[config.mk]
export PLATFORM = sky130hd
export DESIGN_NAME = ram_arbiter_flat
export DESIGN_NICKNAME = d
export VERILOG_FILES = /design/src/rtl/ram_arbiter_if.sv /design/src/rtl/ram_arbiter.sv /design/src/flat_wrapper.sv
export SDC_FILE = /design/constraint.sdc
export NUM_CORES = 1
export LEC_CHECK = 0
export CAP_MARGIN = 20
export CORE_UTILIZATION = 60
export DETAILED_ROUTE_END_ITERATION = 8
export DONT_BUFFER_PORTS = 1
export HOLD_SLACK_MARGIN = 0.1
export PLACE_DENSITY = 0.76
export SLEW_MARGIN = 20
export SYNTH_ARGS = -nofsm -noshare
export SYNTH_HDL_FRONTEND = slang
export SYNTH_SLANG_ARGS = --single-unit
[constraint.sdc]
create_clock -name clk_sys -period 1.85 [get_ports clk_sys]
set_input_delay 0.4625 -clock clk_sys [delete_from_list [all_inputs] [get_ports clk_sys]]
set_output_delay 0.4625 -clock clk_sys [all_outputs]
set_load 0.01 [all_outputs]
[src/rtl/ram_arbiter_if.sv]
// Requester and memory-side signal bundle for ram_arbiter.
// The slave modport is the arbiter; the master modport is the requesters plus the memory model.
interface ram_arbiter_if;
    logic        vid_req;
    logic        dl_req;
    logic        cpu_req;
    logic        vid_we;
    logic        dl_we;
    logic        cpu_we;
    logic [20:0] vid_addr;
    logic [20:0] dl_addr;
    logic [20:0] cpu_addr;
    logic [7:0]  vid_wdata;
    logic [7:0]  dl_wdata;
    logic [7:0]  cpu_wdata;
    logic        vid_ack;
    logic        dl_ack;
    logic        cpu_ack;
    logic [7:0]  rdata;
    logic [20:0] mem_addr;
    logic [7:0]  mem_dout;
    logic [7:0]  mem_din;
    logic        mem_we;
    logic        mem_oe;
    logic        busy;

    modport slave (
        input  vid_req, dl_req, cpu_req, vid_we, dl_we, cpu_we,
        input  vid_addr, dl_addr, cpu_addr, vid_wdata, dl_wdata, cpu_wdata, mem_din,
        output vid_ack, dl_ack, cpu_ack, rdata, mem_addr, mem_dout, mem_we, mem_oe, busy
    );

    modport master (
        output vid_req, dl_req, cpu_req, vid_we, dl_we, cpu_we,
        output vid_addr, dl_addr, cpu_addr, vid_wdata, dl_wdata, cpu_wdata, mem_din,
        input  vid_ack, dl_ack, cpu_ack, rdata, mem_addr, mem_dout, mem_we, mem_oe, busy
    );
endinterface

[src/rtl/ram_arbiter.sv]
// Three-way (video / download / CPU) arbiter for a single 8-bit async RAM port.
// Optional RAM_ARB_RR_EN: dl and cpu alternate instead of fixed vid > dl > cpu priority.
module ram_arbiter #(
    parameter int unsigned ACC_CYC = 2
) (
    input logic           clk_sys,
    input logic           reset,
    ram_arbiter_if.slave  bus
);

    localparam logic [1:0] StIdle   = 2'd0;
    localparam logic [1:0] StAccess = 2'd1;
    localparam logic [1:0] StDone   = 2'd2;

    localparam logic [3:0] CntLoad = 4'(ACC_CYC - 1);

    logic [1:0]  state_q;
    logic [3:0]  cnt_q;
    logic [2:0]  gnt_q;  // {cpu, dl, vid}
    logic [2:0]  ack_q;
    logic [20:0] mem_addr_q;
    logic [7:0]  mem_dout_q;
    logic        mem_we_q;
    logic        mem_oe_q;
    logic [7:0]  rdata_q;

    logic [2:0]  win;
    logic        sel_we;
    logic [20:0] sel_addr;
    logic [7:0]  sel_wdata;

`ifdef RAM_ARB_RR_EN
    logic rr_cpu_first_q;

    always_comb begin
        win = 3'b000;
        if (bus.vid_req) begin
            win = 3'b001;
        end else if (bus.dl_req && bus.cpu_req) begin
            win = rr_cpu_first_q ? 3'b100 : 3'b010;
        end else if (bus.dl_req) begin
            win = 3'b010;
        end else if (bus.cpu_req) begin
            win = 3'b100;
        end
    end

    // Whichever of dl/cpu was served last drops to the back of the pair.
    always_ff @(posedge clk_sys or posedge reset) begin
        if (reset) begin
            rr_cpu_first_q <= 1'b0;
        end else if (state_q == StIdle) begin
            if (win[1]) begin
                rr_cpu_first_q <= 1'b1;
            end else if (win[2]) begin
                rr_cpu_first_q <= 1'b0;
            end
        end
    end
`else
    always_comb begin
        win = 3'b000;
        if (bus.vid_req) begin
            win = 3'b001;
        end else if (bus.dl_req) begin
            win = 3'b010;
        end else if (bus.cpu_req) begin
            win = 3'b100;
        end
    end
`endif

    always_comb begin
        sel_we    = bus.vid_we;
        sel_addr  = bus.vid_addr;
        sel_wdata = bus.vid_wdata;
        if (win[1]) begin
            sel_we    = bus.dl_we;
            sel_addr  = bus.dl_addr;
            sel_wdata = bus.dl_wdata;
        end else if (win[2]) begin
            sel_we    = bus.cpu_we;
            sel_addr  = bus.cpu_addr;
            sel_wdata = bus.cpu_wdata;
        end
    end

    always_ff @(posedge clk_sys or posedge reset) begin
        if (reset) begin
            state_q    <= StIdle;
            cnt_q      <= 4'd0;
            gnt_q      <= 3'b000;
            ack_q      <= 3'b000;
            mem_addr_q <= 21'd0;
            mem_dout_q <= 8'd0;
            mem_we_q   <= 1'b0;
            mem_oe_q   <= 1'b0;
            rdata_q    <= 8'd0;
        end else begin
            ack_q <= 3'b000;
            case (state_q)
                StIdle: begin
                    if (|win) begin
                        gnt_q      <= win;
                        mem_addr_q <= sel_addr;
                        mem_dout_q <= sel_wdata;
                        mem_we_q   <= sel_we;
                        mem_oe_q   <= ~sel_we;
                        cnt_q      <= CntLoad;
                        state_q    <= StAccess;
                    end
                end
                StAccess: begin
                    if (cnt_q == 4'd0) begin
                        if (mem_oe_q) begin
                            rdata_q <= bus.mem_din;
                        end
                        mem_we_q <= 1'b0;
                        mem_oe_q <= 1'b0;
                        ack_q    <= gnt_q;
                        state_q  <= StDone;
                    end else begin
                        cnt_q <= cnt_q - 4'd1;
                    end
                end
                StDone: begin
                    state_q <= StIdle;
                end
                default: begin
                    state_q <= StIdle;
                end
            endcase
        end
    end

    assign bus.vid_ack  = ack_q[0];
    assign bus.dl_ack   = ack_q[1];
    assign bus.cpu_ack  = ack_q[2];
    assign bus.rdata    = rdata_q;
    assign bus.mem_addr = mem_addr_q;
    assign bus.mem_dout = mem_dout_q;
    assign bus.mem_we   = mem_we_q;
    assign bus.mem_oe   = mem_oe_q;
    assign bus.busy     = (state_q != StIdle);

endmodule

[src/flat_wrapper.sv]
// flat-port wrapper written by rule: the top's interface ports become plain ports
module ram_arbiter_flat 
#(
    parameter int unsigned ACC_CYC = 2
)
  (clk_sys, reset, bus_vid_req, bus_dl_req, bus_cpu_req, bus_vid_we, bus_dl_we, bus_cpu_we, bus_vid_addr, bus_dl_addr, bus_cpu_addr, bus_vid_wdata, bus_dl_wdata, bus_cpu_wdata, bus_mem_din, bus_vid_ack, bus_dl_ack, bus_cpu_ack, bus_rdata, bus_mem_addr, bus_mem_dout, bus_mem_we, bus_mem_oe, bus_busy);
  ram_arbiter_if bus_i ();
  input logic clk_sys;
  input logic reset;
  input wire logic [$bits(bus_i.vid_req)-1:0] bus_vid_req;
  input wire logic [$bits(bus_i.dl_req)-1:0] bus_dl_req;
  input wire logic [$bits(bus_i.cpu_req)-1:0] bus_cpu_req;
  input wire logic [$bits(bus_i.vid_we)-1:0] bus_vid_we;
  input wire logic [$bits(bus_i.dl_we)-1:0] bus_dl_we;
  input wire logic [$bits(bus_i.cpu_we)-1:0] bus_cpu_we;
  input wire logic [$bits(bus_i.vid_addr)-1:0] bus_vid_addr;
  input wire logic [$bits(bus_i.dl_addr)-1:0] bus_dl_addr;
  input wire logic [$bits(bus_i.cpu_addr)-1:0] bus_cpu_addr;
  input wire logic [$bits(bus_i.vid_wdata)-1:0] bus_vid_wdata;
  input wire logic [$bits(bus_i.dl_wdata)-1:0] bus_dl_wdata;
  input wire logic [$bits(bus_i.cpu_wdata)-1:0] bus_cpu_wdata;
  input wire logic [$bits(bus_i.mem_din)-1:0] bus_mem_din;
  output wire logic [$bits(bus_i.vid_ack)-1:0] bus_vid_ack;
  output wire logic [$bits(bus_i.dl_ack)-1:0] bus_dl_ack;
  output wire logic [$bits(bus_i.cpu_ack)-1:0] bus_cpu_ack;
  output wire logic [$bits(bus_i.rdata)-1:0] bus_rdata;
  output wire logic [$bits(bus_i.mem_addr)-1:0] bus_mem_addr;
  output wire logic [$bits(bus_i.mem_dout)-1:0] bus_mem_dout;
  output wire logic [$bits(bus_i.mem_we)-1:0] bus_mem_we;
  output wire logic [$bits(bus_i.mem_oe)-1:0] bus_mem_oe;
  output wire logic [$bits(bus_i.busy)-1:0] bus_busy;
  assign bus_i.vid_req = bus_vid_req;
  assign bus_i.dl_req = bus_dl_req;
  assign bus_i.cpu_req = bus_cpu_req;
  assign bus_i.vid_we = bus_vid_we;
  assign bus_i.dl_we = bus_dl_we;
  assign bus_i.cpu_we = bus_cpu_we;
  assign bus_i.vid_addr = bus_vid_addr;
  assign bus_i.dl_addr = bus_dl_addr;
  assign bus_i.cpu_addr = bus_cpu_addr;
  assign bus_i.vid_wdata = bus_vid_wdata;
  assign bus_i.dl_wdata = bus_dl_wdata;
  assign bus_i.cpu_wdata = bus_cpu_wdata;
  assign bus_i.mem_din = bus_mem_din;
  assign bus_vid_ack = bus_i.vid_ack;
  assign bus_dl_ack = bus_i.dl_ack;
  assign bus_cpu_ack = bus_i.cpu_ack;
  assign bus_rdata = bus_i.rdata;
  assign bus_mem_addr = bus_i.mem_addr;
  assign bus_mem_dout = bus_i.mem_dout;
  assign bus_mem_we = bus_i.mem_we;
  assign bus_mem_oe = bus_i.mem_oe;
  assign bus_busy = bus_i.busy;
  ram_arbiter #(.ACC_CYC(ACC_CYC)) u_core (.clk_sys(clk_sys), .reset(reset), .bus(bus_i));
endmodule
==> summary.txt <==
STATUS
----------------------------------------------------------------------------------------
Outcome                                                                     finished, final reports clean

PWR
----------------------------------------------------------------------------------------
Static power due to leakage                                                     1.235 nW
Power per cell area                                                         1470 nW/um^2
Power after layout                                                              4.623 mW
Largest voltage drop on the vdd net                                            0.6771 mV

LOGIC SYNTHESIS
----------------------------------------------------------------------------------------
Synthesized area divided by synthesized cell count                           9.572 sq um
Top post-synthesis cells by area                                            sky130_fd_sc_hd__dfrtp_1 (43%), sky130_fd_sc_hd__o31ai_1 (7.3%), sky130_fd_sc_hd__or3b_2 (6.7%)
Prevailing post-synth register cell                                         sky130_fd_sc_hd__dfrtp_1
Fraction of registers with async set/reset                                         1.000
Post-synthesis sequential area ratio                                              0.4273
Share of the synthesized area in the top cell type                                0.4273
Yosys reg bits                                                                        51
EDFF count, synth                                                                      0
Post-synthesis cell type with the largest combined area                     sky130_fd_sc_hd__dfrtp_1
Synthesized netlist net count                                                        416
Synthesized netlist cell count                                                       312
Count of synthesis-stage warnings from yosys                                           0
Summed instance area of the synthesized netlist                               2987 sq um
Count of cell types in the netlist                                                    38

GRT
----------------------------------------------------------------------------------------
Wire length of the first global-routing pass                                10860 microns
Global-route usage over all layers                                                0.2643
Maximum number of pins on one net before global-route repair                          64
Via count of the first global-routing pass                                          2345
Global-route congestion overflow total                                                 0
Initial antenna violation count                                                        1

TIMING
----------------------------------------------------------------------------------------
Summed negative setup slack over all endpoints                                      0 ps
Portion of the clock cycle consumed by the worst path in the final layout         0.9231
Max-slew headroom                                                                 0.7718
Number of pins exceeding their max-slew limit in the final report                      0
Final Setup Violations                                                                 0
Timing-limited maximum frequency                                              0.5856 GHz
Setup repair after global routing missed its margin                                false
Transition time at the pin with the least slew margin                           342.3 ps
Clock period minus final worst setup slack                                       1708 ps
Hold Fails Final Rpt                                                                   0
Clock Skew                                                                      3.970 ps

FLOORPLANNING
----------------------------------------------------------------------------------------
Core Footprint                                                                4755 sq um
Die extent in y                                                             72.55 microns
Top-level I/O count                                                                  146
Area of the die                                                               5264 sq um
Starting density of the core                                                      0.6282
Rows                                                                                  25
Die X                                                                       72.55 microns

ROUTING
----------------------------------------------------------------------------------------
First-pass DRT Iterations                                                              4
Antenna-violating nets left                                                            0
Routed vias/inst                                                                   6.568
Mean routed wirelength per cell                                             18.82 microns
Total number of vias                                                                2417
WL final                                                                    6925 microns
Number of DRC violations after detailed-routing iteration 0                          198
Total DRC errors in the routed layout                                                  0

PLACED DESIGN
----------------------------------------------------------------------------------------
Routability congestion estimate                                                   0.8695
Port bufs                                                                              0
Post-detailed-placement half-perimeter wirelength                           4630 microns

CTS
----------------------------------------------------------------------------------------
Number of CTS-inserted buffers                                                         5
CTS Root Buffer Type                                                        sky130_fd_sc_hd__clkbuf_8
Clock net sink count                                                                  51
Worst-skew pair later-pin latency                                                 300 ps
Buffer levels on the longest clock path                                                2
H-tree level count                                                                     2
Clk pin slew, worst setup/hold paths                                               90 ps
TritonCTS clock tree                                                                done

CRITICAL PATH
----------------------------------------------------------------------------------------
Category of the most critical setup path                                    flip-flop to primary output
Sequence of cells on the critical path                                      nor2_4 > clkinv_1 > buf_4
CP max stage cell                                                           sky130_fd_sc_hd__dfrtp_1
Peak per-stage delay on the critical path                                         420 ps
Required time of the critical path                                               1390 ps
Crit path max fanout                                                                  18
Critical Path AT                                                                 1250 ps
Sort of element at the end of the critical path                             primary output
Sort of element at the start of the critical path                              flip-flop

LAYOUT
----------------------------------------------------------------------------------------
Count of fill cells added during filler insertion                                    404
Proportion of layout cells with a drive suffix above 1                            0.2800
Synthesis-to-finish area growth                                                   5.279%
Number of nets in the final layout                                                   403

RUN
----------------------------------------------------------------------------------------
Number of maximum-capacitance constraint violations                                    0

HOLD PATH
----------------------------------------------------------------------------------------
Worst min path class                                                        input port to flip-flop

-- what timing repair did --
item                                   in CTS  in global routing
endpoints found under the hold margin      14                  0
hold buffers                                1                  0
gates resized for setup                     0                  1
setup endpoints to repair                   0                  1
buffers inserted                            0                  0
-- power by group --
| group | switching [mW] | internal [mW] |
|---|---|---|
| logic | 0.788 | 0.686 |
| clock network | 0.371 | 0.539 |
| registers | 0.583 | 1.66 |
| total | 1.74 | 2.88 |
-- cell usage after synthesis, types with 4 or more instances --
cell type	n
sky130_fd_sc_hd__a21oi_1	31
sky130_fd_sc_hd__buf_2	7
sky130_fd_sc_hd__buf_6	4
sky130_fd_sc_hd__clkbuf_1	14
sky130_fd_sc_hd__dfrtp_1	51
sky130_fd_sc_hd__inv_1	4
sky130_fd_sc_hd__mux2_1	4
sky130_fd_sc_hd__mux2_2	6
sky130_fd_sc_hd__nor2_1	5
sky130_fd_sc_hd__o21ai_0	35
sky130_fd_sc_hd__o22ai_1	29
sky130_fd_sc_hd__o31ai_1	29
sky130_fd_sc_hd__or2_2	29
sky130_fd_sc_hd__or3b_1	7
sky130_fd_sc_hd__or3b_2	23
-- cells in the final DEF, fill, tap and decap left out, types with 2 or more instances in the layout --
cell / netlist / layout
sky130_fd_sc_hd__a21oi_1: 31 / 31
sky130_fd_sc_hd__or2_2: 29 / 29
sky130_fd_sc_hd__clkbuf_8: 0 / 5
sky130_fd_sc_hd__mux2_2: 6 / 6
sky130_fd_sc_hd__o31ai_1: 29 / 29
sky130_fd_sc_hd__nor2b_1: 2 / 2
sky130_fd_sc_hd__nand3_1: 3 / 3
sky130_fd_sc_hd__or3b_2: 23 / 23
sky130_fd_sc_hd__or3b_1: 7 / 7
sky130_fd_sc_hd__o21ai_0: 35 / 35
sky130_fd_sc_hd__bufinv_16: 0 / 2
sky130_fd_sc_hd__mux2i_1: 2 / 2
sky130_fd_sc_hd__nor2_1: 5 / 5
sky130_fd_sc_hd__and3_1: 3 / 3
sky130_fd_sc_hd__buf_4: 3 / 9
sky130_fd_sc_hd__nand2b_1: 3 / 3
sky130_fd_sc_hd__mux2_1: 4 / 4
sky130_fd_sc_hd__dfrtp_1: 51 / 51
sky130_fd_sc_hd__o22ai_1: 29 / 29
sky130_fd_sc_hd__inv_1: 4 / 3
-- stage by stage --
stage               std cells  hold slack [ps]    util  setup slack, ps  area [sq um]
finish                    368            262.5  0.6613            142.3          3144
global route              368            253.5  0.6613            54.21          3144
CTS                       367            246.2  0.6597            51.26          3137
detailed placement        358            322.6  0.6289            260.0          2990
global placement          358            322.7  0.6289            311.4          2990
floorplan                 312            455.7       -            158.0          2987
-- cell families after synthesis --
| kind of cell | synth area share |
|---|---|
| simple gates | 0.1982 |
| fa+ha+maj | 0.004189 |
| mux | 0.04440 |
| buf+inv | 0.06242 |
| flops | 0.4273 |
| compound gates | 0.2635 |
-- worst paths after layout --
kind                                    from               to  slack [ps]  depth (start not counted)
max reg2reg                  u_core.cnt_q[0]  u_core.cnt_q[1]         220                          6
max                        u_core.state_q[0]         bus_busy         140                          3
min reg2reg                  u_core.gnt_q[1]  u_core.gnt_q[1]         500                          2
min in group asynchronous              reset  u_core.ack_q[0]         580                          2
min                              bus_vid_req  u_core.gnt_q[1]         260                          1
max in group asynchronous              reset  u_core.cnt_q[1]         770                          3
-- critical path, delay by kind of cell, from the launching register on --
family        cells  cell delay [ps]
buf+inv           2              350
flops             1              420
simple gates      1              160
-- metal layers --
| metal | global-route usage | part of all wire | vias up |
|---|---|---|---|
| met3 | 0.06806 | 0.077 | 2 |
| met4 | 0.06972 | 0.0042 | 0 |
| met5 | 0 | 0 | - |
| li1 | - | - | 1132 |
| met1 | 0.3294 | 0.42 | 1179 |
| met2 | 0.4559 | 0.50 | 104 |
-- sequential cells by signal, summed over array words and instances (netlist names) --
| register | count |
|---|---|
| u_core.ack_q | 3 |
| u_core.bus.mem_addr | 21 |
| u_core.bus.mem_dout | 8 |
| u_core.bus.mem_oe | 1 |
| u_core.bus.mem_we | 1 |
| u_core.bus.rdata | 8 |
| u_core.cnt_q | 4 |
| u_core.gnt_q | 3 |
| u_core.state_q | 2 |
-- cell type report --
type | count | area [sq um] | area share
diodes | 1 | 2.502 | 0.0007959
clock buffers | 5 | 68.82 | 0.02189
clock inverters | 3 | 67.56 | 0.02149
inverters | 5 | 18.77 | 0.005969
multi-input cells | 225 | 1529 | 0.4863
flip-flops and latches | 51 | 1276 | 0.4059
well taps | 67 | 83.83 | 0.02666
repair buffers | 11 | 97.59 | 0.03104
(Power assumes the default switching activity.)
